==> src/rtl/rca_config_loader_pkg.sv <==
// Shared sizing, FSM encoding and command/write record types for the RCA
// configuration loader and its helpers.
package rca_config_loader_pkg;

    localparam int NUM_RCAS        = 4;
    localparam int NUM_READ_PORTS  = 4;
    localparam int NUM_WRITE_PORTS = 2;
    localparam int ADDR_W          = 5;

    localparam int RCA_SEL_W  = $clog2(NUM_RCAS);
    localparam int SRC_SEL_W  = $clog2(NUM_READ_PORTS);
    localparam int DEST_SEL_W = $clog2(NUM_WRITE_PORTS);

    typedef enum logic [2:0] {
        S_IDLE,
        S_WR_SRC,
        S_WR_DEST,
        S_DONE,
        S_ERR
    } cfg_state_t;

    typedef struct packed {
        logic [RCA_SEL_W-1:0]              rca_sel;
        logic [ADDR_W*NUM_READ_PORTS-1:0]  src_addrs;
        logic [ADDR_W*NUM_WRITE_PORTS-1:0] dest_addrs;
        logic [NUM_READ_PORTS-1:0]         src_mask;
        logic [NUM_WRITE_PORTS-1:0]        dest_mask;
    } rca_cfg_cmd_t;

    typedef struct packed {
        logic                  wr_en;
        logic [RCA_SEL_W-1:0]  rca_sel_w;
        logic [SRC_SEL_W-1:0]  src_port_sel;
        logic [DEST_SEL_W-1:0] dest_port_sel;
        logic                  src_dest_port;
        logic [ADDR_W-1:0]     reg_addr;
    } rca_cfg_wr_t;

endpackage

==> src/rtl/rca_cfg_port_picker.sv <==
// Finds the lowest set bit of a port mask: presence flag, its index and a
// one-hot copy used to clear it once the port has been written.
module rca_cfg_port_picker #(
    parameter int WIDTH = 4
) (
    input  logic [WIDTH-1:0]         mask_i,
    output logic                     any_o,
    output logic [$clog2(WIDTH)-1:0] idx_o,
    output logic [WIDTH-1:0]         onehot_o
);

    localparam int IW = $clog2(WIDTH);

    // Scan from the top so the lowest set bit is the last one to win.
    always_comb begin
        idx_o = '0;
        for (int i = WIDTH - 1; i >= 0; i--) begin
            if (mask_i[i]) begin
                idx_o = IW'(i);
            end
        end
    end

    assign onehot_o = mask_i & (~mask_i + WIDTH'(1));
    assign any_o    = |mask_i;

endmodule

==> src/rtl/rca_config_loader.sv <==
// Serialises one whole-RCA configuration command into single-port register
// writes and tracks which RCAs currently hold a complete configuration.
module rca_config_loader #(
    parameter int NUM_RCAS        = rca_config_loader_pkg::NUM_RCAS,
    parameter int NUM_READ_PORTS  = rca_config_loader_pkg::NUM_READ_PORTS,
    parameter int NUM_WRITE_PORTS = rca_config_loader_pkg::NUM_WRITE_PORTS
) (
    input  logic                               clk,
    input  logic                               rst,
    input  logic                               cfg_valid,
    output logic                               cfg_ready,
    input  logic [$clog2(NUM_RCAS)-1:0]        cfg_rca_sel,
    input  logic [5*NUM_READ_PORTS-1:0]        cfg_src_addrs,
    input  logic [5*NUM_WRITE_PORTS-1:0]       cfg_dest_addrs,
    input  logic [NUM_READ_PORTS-1:0]          cfg_src_mask,
    input  logic [NUM_WRITE_PORTS-1:0]         cfg_dest_mask,
    output logic                               cfg_done,
    output logic                               cfg_error,
    output logic [NUM_RCAS-1:0]                rca_configured,
    output logic                               wr_en,
    output logic [$clog2(NUM_RCAS)-1:0]        rca_sel_w,
    output logic [$clog2(NUM_READ_PORTS)-1:0]  src_port_sel,
    output logic [$clog2(NUM_WRITE_PORTS)-1:0] dest_port_sel,
    output logic                               src_dest_port,
    output logic [4:0]                         reg_addr
);

    import rca_config_loader_pkg::*;

    localparam int RSW = $clog2(NUM_RCAS);

    cfg_state_t                 state_q, state_d;
    rca_cfg_cmd_t               cmd_q, cmd_d, cmd_in, work;
    rca_cfg_wr_t                wr_q, wr_d;
    logic                       ready_q, ready_d;
    logic                       done_q, done_d;
    logic                       err_q, err_d;
    logic [NUM_RCAS-1:0]        cfg_q, cfg_d;
    logic                       accept, oor, load;
    logic                       src_any, dest_any;
    logic [SRC_SEL_W-1:0]       src_idx;
    logic [DEST_SEL_W-1:0]      dest_idx;
    logic [NUM_READ_PORTS-1:0]  src_oh;
    logic [NUM_WRITE_PORTS-1:0] dest_oh;

    assign accept = cfg_valid && ready_q;
    assign oor    = (32'(cfg_rca_sel) >= 32'(NUM_RCAS));

    always_comb begin
        cmd_in            = '0;
        cmd_in.rca_sel    = cfg_rca_sel;
        cmd_in.src_addrs  = cfg_src_addrs;
        cmd_in.dest_addrs = cfg_dest_addrs;
        cmd_in.src_mask   = cfg_src_mask;
        cmd_in.dest_mask  = cfg_dest_mask;
    end

    // The first write is registered on the accept edge, so pick from the
    // incoming command while idle and from the latched remainder otherwise.
    assign work = (state_q == S_IDLE) ? cmd_in : cmd_q;

    rca_cfg_port_picker #(.WIDTH(NUM_READ_PORTS)) u_src_pick (
        .mask_i   (work.src_mask),
        .any_o    (src_any),
        .idx_o    (src_idx),
        .onehot_o (src_oh)
    );

    rca_cfg_port_picker #(.WIDTH(NUM_WRITE_PORTS)) u_dest_pick (
        .mask_i   (work.dest_mask),
        .any_o    (dest_any),
        .idx_o    (dest_idx),
        .onehot_o (dest_oh)
    );

    always_comb begin
        state_d = state_q;
        cmd_d   = cmd_q;
        wr_d    = '0;
        ready_d = 1'b0;
        done_d  = 1'b0;
        err_d   = 1'b0;
        cfg_d   = cfg_q;
        load    = 1'b0;
        case (state_q)
            S_IDLE: begin
                ready_d = 1'b1;
                if (accept) begin
                    ready_d = 1'b0;
                    cmd_d   = cmd_in;
                    if (oor) begin
                        state_d = S_ERR;
                        err_d   = 1'b1;
                    end else begin
                        load = 1'b1;
                        for (int i = 0; i < NUM_RCAS; i++) begin
                            if (cfg_rca_sel == RSW'(i)) cfg_d[i] = 1'b0;
                        end
                    end
                end
            end
            S_WR_SRC, S_WR_DEST: load = 1'b1;
            S_DONE: begin
                state_d = S_IDLE;
                ready_d = 1'b1;
                for (int i = 0; i < NUM_RCAS; i++) begin
                    if (cmd_q.rca_sel == RSW'(i)) cfg_d[i] = 1'b1;
                end
            end
            S_ERR: begin
                state_d = S_IDLE;
                ready_d = 1'b1;
            end
            default: state_d = S_IDLE;
        endcase

        // Empty masks fall straight through, so no cycle is spent on them.
        if (load) begin
            if (src_any) begin
                state_d            = S_WR_SRC;
                wr_d.wr_en         = 1'b1;
                wr_d.rca_sel_w     = work.rca_sel;
                wr_d.src_port_sel  = src_idx;
                wr_d.reg_addr      = work.src_addrs[src_idx*ADDR_W +: ADDR_W];
                cmd_d.src_mask     = work.src_mask & ~src_oh;
            end else if (dest_any) begin
                state_d            = S_WR_DEST;
                wr_d.wr_en         = 1'b1;
                wr_d.rca_sel_w     = work.rca_sel;
                wr_d.dest_port_sel = dest_idx;
                wr_d.src_dest_port = 1'b1;
                wr_d.reg_addr      = work.dest_addrs[dest_idx*ADDR_W +: ADDR_W];
                cmd_d.dest_mask    = work.dest_mask & ~dest_oh;
            end else begin
                state_d = S_DONE;
                done_d  = 1'b1;
            end
        end
    end

    always_ff @(posedge clk) begin
        if (!rst) begin
            state_q <= S_IDLE;
            wr_q    <= '0;
            ready_q <= 1'b1;
            done_q  <= 1'b0;
            err_q   <= 1'b0;
            cfg_q   <= '0;
        end else begin
            state_q <= state_d;
            wr_q    <= wr_d;
            ready_q <= ready_d;
            done_q  <= done_d;
            err_q   <= err_d;
            cfg_q   <= cfg_d;
        end
    end

    // Command payload is only consumed after an accept, so it needs no reset.
    always_ff @(posedge clk) begin
        cmd_q <= cmd_d;
    end

    assign cfg_ready      = ready_q;
    assign cfg_done       = done_q;
    assign cfg_error      = err_q;
    assign rca_configured = cfg_q;
    assign wr_en          = wr_q.wr_en;
    assign rca_sel_w      = wr_q.rca_sel_w;
    assign src_port_sel   = wr_q.src_port_sel;
    assign dest_port_sel  = wr_q.dest_port_sel;
    assign src_dest_port  = wr_q.src_dest_port;
    assign reg_addr       = wr_q.reg_addr;

endmodule

==> config.mk <==
export PLATFORM = sky130hd
export DESIGN_NAME = rca_config_loader
export DESIGN_NICKNAME = d
export VERILOG_FILES = /design/src/rtl/rca_config_loader_pkg.sv /design/src/rtl/rca_cfg_port_picker.sv /design/src/rtl/rca_config_loader.sv
export SDC_FILE = /design/constraint.sdc
export NUM_CORES = 1
export LEC_CHECK = 0
export ABC_CLOCK_PERIOD_IN_PS = 3800
export CAP_MARGIN = 20
export CORE_MARGIN = 1
export CORE_UTILIZATION = 54
export DETAILED_ROUTE_END_ITERATION = 16
export MAX_ROUTING_LAYER = met4
export PLACE_DENSITY_LB_ADDON = 0.12
export RECOVER_POWER = 100
export SLEW_MARGIN = 20
export SYNTH_ARGS = -nofsm -noshare
export SYNTH_HDL_FRONTEND = slang
export SYNTH_SLANG_ARGS = --single-unit
==> constraint.sdc <==
create_clock -name clk -period 3.8 [get_ports clk]
set_clock_uncertainty 0.15 [all_clocks]
set_input_delay 0.57 -clock clk [delete_from_list [all_inputs] [get_ports clk]]
set_output_delay 0.57 -clock clk [all_outputs]
set_load 0.05 [all_outputs]
==> out/metrics.cfg <==
[floorplanning]
die_area_um2=5350
die_h_um=73.2
die_w_um=73.2
core_area_um2=4790
start_util_pct=57.2
std_cell_rows=25
io_pins=60

[worst_setup_path]
max_stage_delay_ns=0.63
arrival_ns=2.99
r2r_end=reg_addr[2]$_SDFF_PP0_
path_buf_inv=1
crit_slowest_cell=ha_2
cp_max_fo=32
ff2ff_setup_slack_ns=0.93
end_kind=flip-flop
worstSetupPathType=flip-flop to flip-flop
worstRegToRegCells=7
crit_chain=inv_1 > ha_2 > nor4b_1 > o21ai_0 > nor2_1 > a21oi_1 > o2bb2ai_1
worstSetupStartpoint=state_q[0]$_SDFFE_PN0P_
r2r_start=state_q[0]$_SDFFE_PN0P_
critical-path-top-delay-family=simple AND/OR/NAND/NOR gates
startpoint_type=flip-flop
worst_ep_required_time_ns=3.91

[final_layout]
antenna_cells=0
fillCellCount=343
nets=346
drive_above_1_share_pct=8.77
syn2layout_area_growth_pct=30.2

[global_route]
grt_pass1_wl_um=9540
grt_max_degree=33
grt_use_total_pct=25.3
antenna_found_initial=0
gr-total-overflow=0
grt_pass1_vias=2022

[worst_hold_path]
hold_end=state_q[1]$_SDFFE_PN0P_
hold_depth=2
hold_start=state_q[1]$_SDFFE_PN0P_
min_path_type=flip-flop to flip-flop

[pwr]
ir_drop_mv=0.497
p_leak_nw=1.45
p_per_area_nw_per_um2=810

[job]
max_cap_violations=0

[clock_network]
cts.path.max_buffers=2
cts_root_buf=clkbuf_8
cts.sinks=58
holdBufCountCts=0
path_clk_slew_ns=0.06
clk_latency_ns=0.34
cts_made_buffers=9
postCtsResizedCells=0
htree_levels=3
cts_setup_buffers=0
cts_tree=yes

[timing]
hold_viol_final=0
period_needed_ns=2.87
fmaxAchievable_mhz=348
tns_ns=0
worstMarginPinSlew_ns=0.914
final-max-slew-violation-count=0
rsz0062_at_grt=false
min_period_over_period_pct=75.6
holdWs_ns=0.339
relSlewSlack_pct=38.4
finalSetupViolCount=0

[logic_synthesis]
syn_area_um2=2740
synth_enable_flop_cells=32
postSynthNetCount=283
synthFlopType=edfxtp_1
yosysSeqAreaShare_pct=54.2
async_flop_share_pct=0
ys_types=50
yosys_warnings=0
syn_avg_cell_area_um2=11.4
synth_seq_cells=58
syn-instance-count=240

[routing]
vias=2158
avgRoutedWirePerCell_um=16.0
drt_iter0_drc=146
postRouteAntennaNets=0
drc=0
drt-pass1-iter-count=4
wirelength_um=5980
vias_per_cell=5.75

[place]
io_buffers=58
place_hpwl_um=4310
gp_congestion=0.821

[status]
outcome=complete, no violations

[kinds of logic (layout without fill, tap and decap cells)]
kind of cell,Yosys count,in the layout,synth area share [%]
fa+ha+maj,2,2,0.915
buf+inv,20,88,3.61
compound gates,58,58,15.2
other cells,1,1,0.137
mux,33,33,13.5
flops,58,58,54.2
simple gates,68,68,12.4
[state kept, by name, summed over array words and instances, names as in the netlist]
name / count
state_q: 2
cfg_ready: 1
rca_configured: 4
cmd_q: 38
cfg_done: 1
src_port_sel: 2
reg_addr: 5
rca_sel_w: 2
src_dest_port: 1
wr_en: 1
dest_port_sel: 1
[metal layers]
| layer | global-route usage [%] | vias up | share of wire (%) |
|---|---|---|---|
| met5 | - | - | 0 |
| met4 | 13.5 | 0 | 2.1 |
| met3 | 5.11 | 11 | 6.2 |
| met2 | 39.3 | 74 | 48 |
| met1 | 31.0 | 1037 | 43 |
| li1 | - | 1036 | - |
[Yosys cell counts, types with 2 or more instances]
master | instances | area (um2)
o2bb2ai_1 | 3 | 26.3
mux2_2 | 2 | 22.5
o32ai_1 | 2 | 17.5
nand3_1 | 3 | 15.0
buf_1 | 2 | 7.51
o31ai_1 | 2 | 15.0
mux2i_1 | 28 | 280
and3_1 | 4 | 25.0
dfxtp_1 | 26 | 521
clkbuf_1 | 3 | 11.3
nand2_1 | 21 | 78.8
mux4_2 | 3 | 67.6
a31oi_1 | 6 | 37.5
o21ai_0 | 5 | 25.0
nand3b_1 | 2 | 15.0
o22ai_1 | 5 | 31.3
or2_2 | 2 | 12.5
nand2b_1 | 4 | 25.0
nor2_1 | 16 | 60.1
nor2b_1 | 2 | 12.5
ha_1 | 2 | 25.0
a311oi_1 | 4 | 35.0
o21ai_1 | 4 | 20.0
edfxtp_1 | 32 | 961
inv_1 | 9 | 33.8
o21a_1 | 3 | 22.5
a22oi_1 | 2 | 15.0
a211oi_1 | 6 | 45.0
nor3_1 | 6 | 30.0
a21oi_1 | 10 | 50.1
buf_2 | 2 | 10.0
[area by class of cell]
class / instances / area, um2 / share of cell area (%)
sequential: 58 / 1480 / 41.6
clock buffer: 9 / 124 / 3.48
multi-input combinational: 162 / 1160 / 32.5
clock inverter: 7 / 60.1 / 1.69
tap: 67 / 83.8 / 2.35
inverter: 10 / 37.5 / 1.05
timing repair buffer: 62 / 619 / 17.4
[power breakdown]
group / internal [mW] / switching, mW / leakage, nW / total, mW
clock: 0.293 / 0.245 / 0.0854 / 0.539
sequential: 0.858 / 0.0858 / 0.512 / 0.944
combinational: 0.534 / 0.870 / 0.851 / 1.40
total: 1.69 / 1.20 / 1.45 / 2.89
[placed cells by master, fill, tap and decap left out, types with 3 or more instances in the layout]
| cell type | netlist | layout |
|---|---|---|
| nor3_1 | 6 | 6 |
| o22ai_1 | 5 | 5 |
| a31oi_1 | 6 | 6 |
| o21a_1 | 3 | 3 |
| dlygate4sd3_1 | 0 | 51 |
| nand2_1 | 21 | 21 |
| nor2_1 | 16 | 16 |
| a311oi_1 | 4 | 4 |
| mux4_2 | 3 | 3 |
| clkinv_1 | 1 | 5 |
| o2bb2ai_1 | 3 | 3 |
| dfxtp_1 | 26 | 26 |
| a21oi_1 | 10 | 10 |
| a211oi_1 | 6 | 6 |
| edfxtp_1 | 32 | 32 |
| and3_1 | 4 | 5 |
| o21ai_0 | 5 | 6 |
| clkdlybuf4s50_1 | 0 | 7 |
| inv_1 | 9 | 9 |
| nand3_1 | 3 | 3 |
| mux2i_1 | 28 | 28 |
| o21ai_1 | 4 | 3 |
| clkbuf_8 | 1 | 9 |
| nand2b_1 | 4 | 4 |
[worst register-to-register path: cells and delay by family, from the launching register on]
kind / cells / cell delay (ns)
adders and majority gates: 1 / 0.63
and+or+nand+nor: 2 / 0.93
buffers and inverters: 1 / 0.06
AOI/OAI and AO/OA: 3 / 0.70
DFF: 1 / 0.33
[worst max-delay path by stage]
stage | to | slack (ns) | cells past startpoint
floorplan | cmd_q[10]$_DFFE_PP_ | 1.45 | 2
global placement | reg_addr[4]$_SDFF_PP0_ | 1.01 | 6
detailed placement | reg_addr[4]$_SDFF_PP0_ | 0.95 | 6
CTS | reg_addr[4]$_SDFF_PP0_ | 0.97 | 7
global route | reg_addr[2]$_SDFF_PP0_ | 0.71 | 7
finish | reg_addr[2]$_SDFF_PP0_ | 0.93 | 7
[per-stage QoR]
| step | util, % | area, um2 | total power, mW | setup WS, ns | std cells |
|---|---|---|---|---|---|
| 2_1_floorplan | - | 2740 | 2.00 | 1.45 | 240 |
| 3_3_place_gp | 70.7 | 3380 | 2.36 | 1.01 | 359 |
| 3_5_place_dp | 70.7 | 3380 | 2.38 | 0.953 | 359 |
| 4_1_cts | 74.5 | 3570 | 2.92 | 0.975 | 375 |
| 5_1_grt | 74.4 | 3560 | 3.04 | 0.713 | 375 |
| 6_report | 74.4 | 3560 | 2.89 | 0.926 | 375 |
Note: power is estimated with default switching activity, not from simulation.
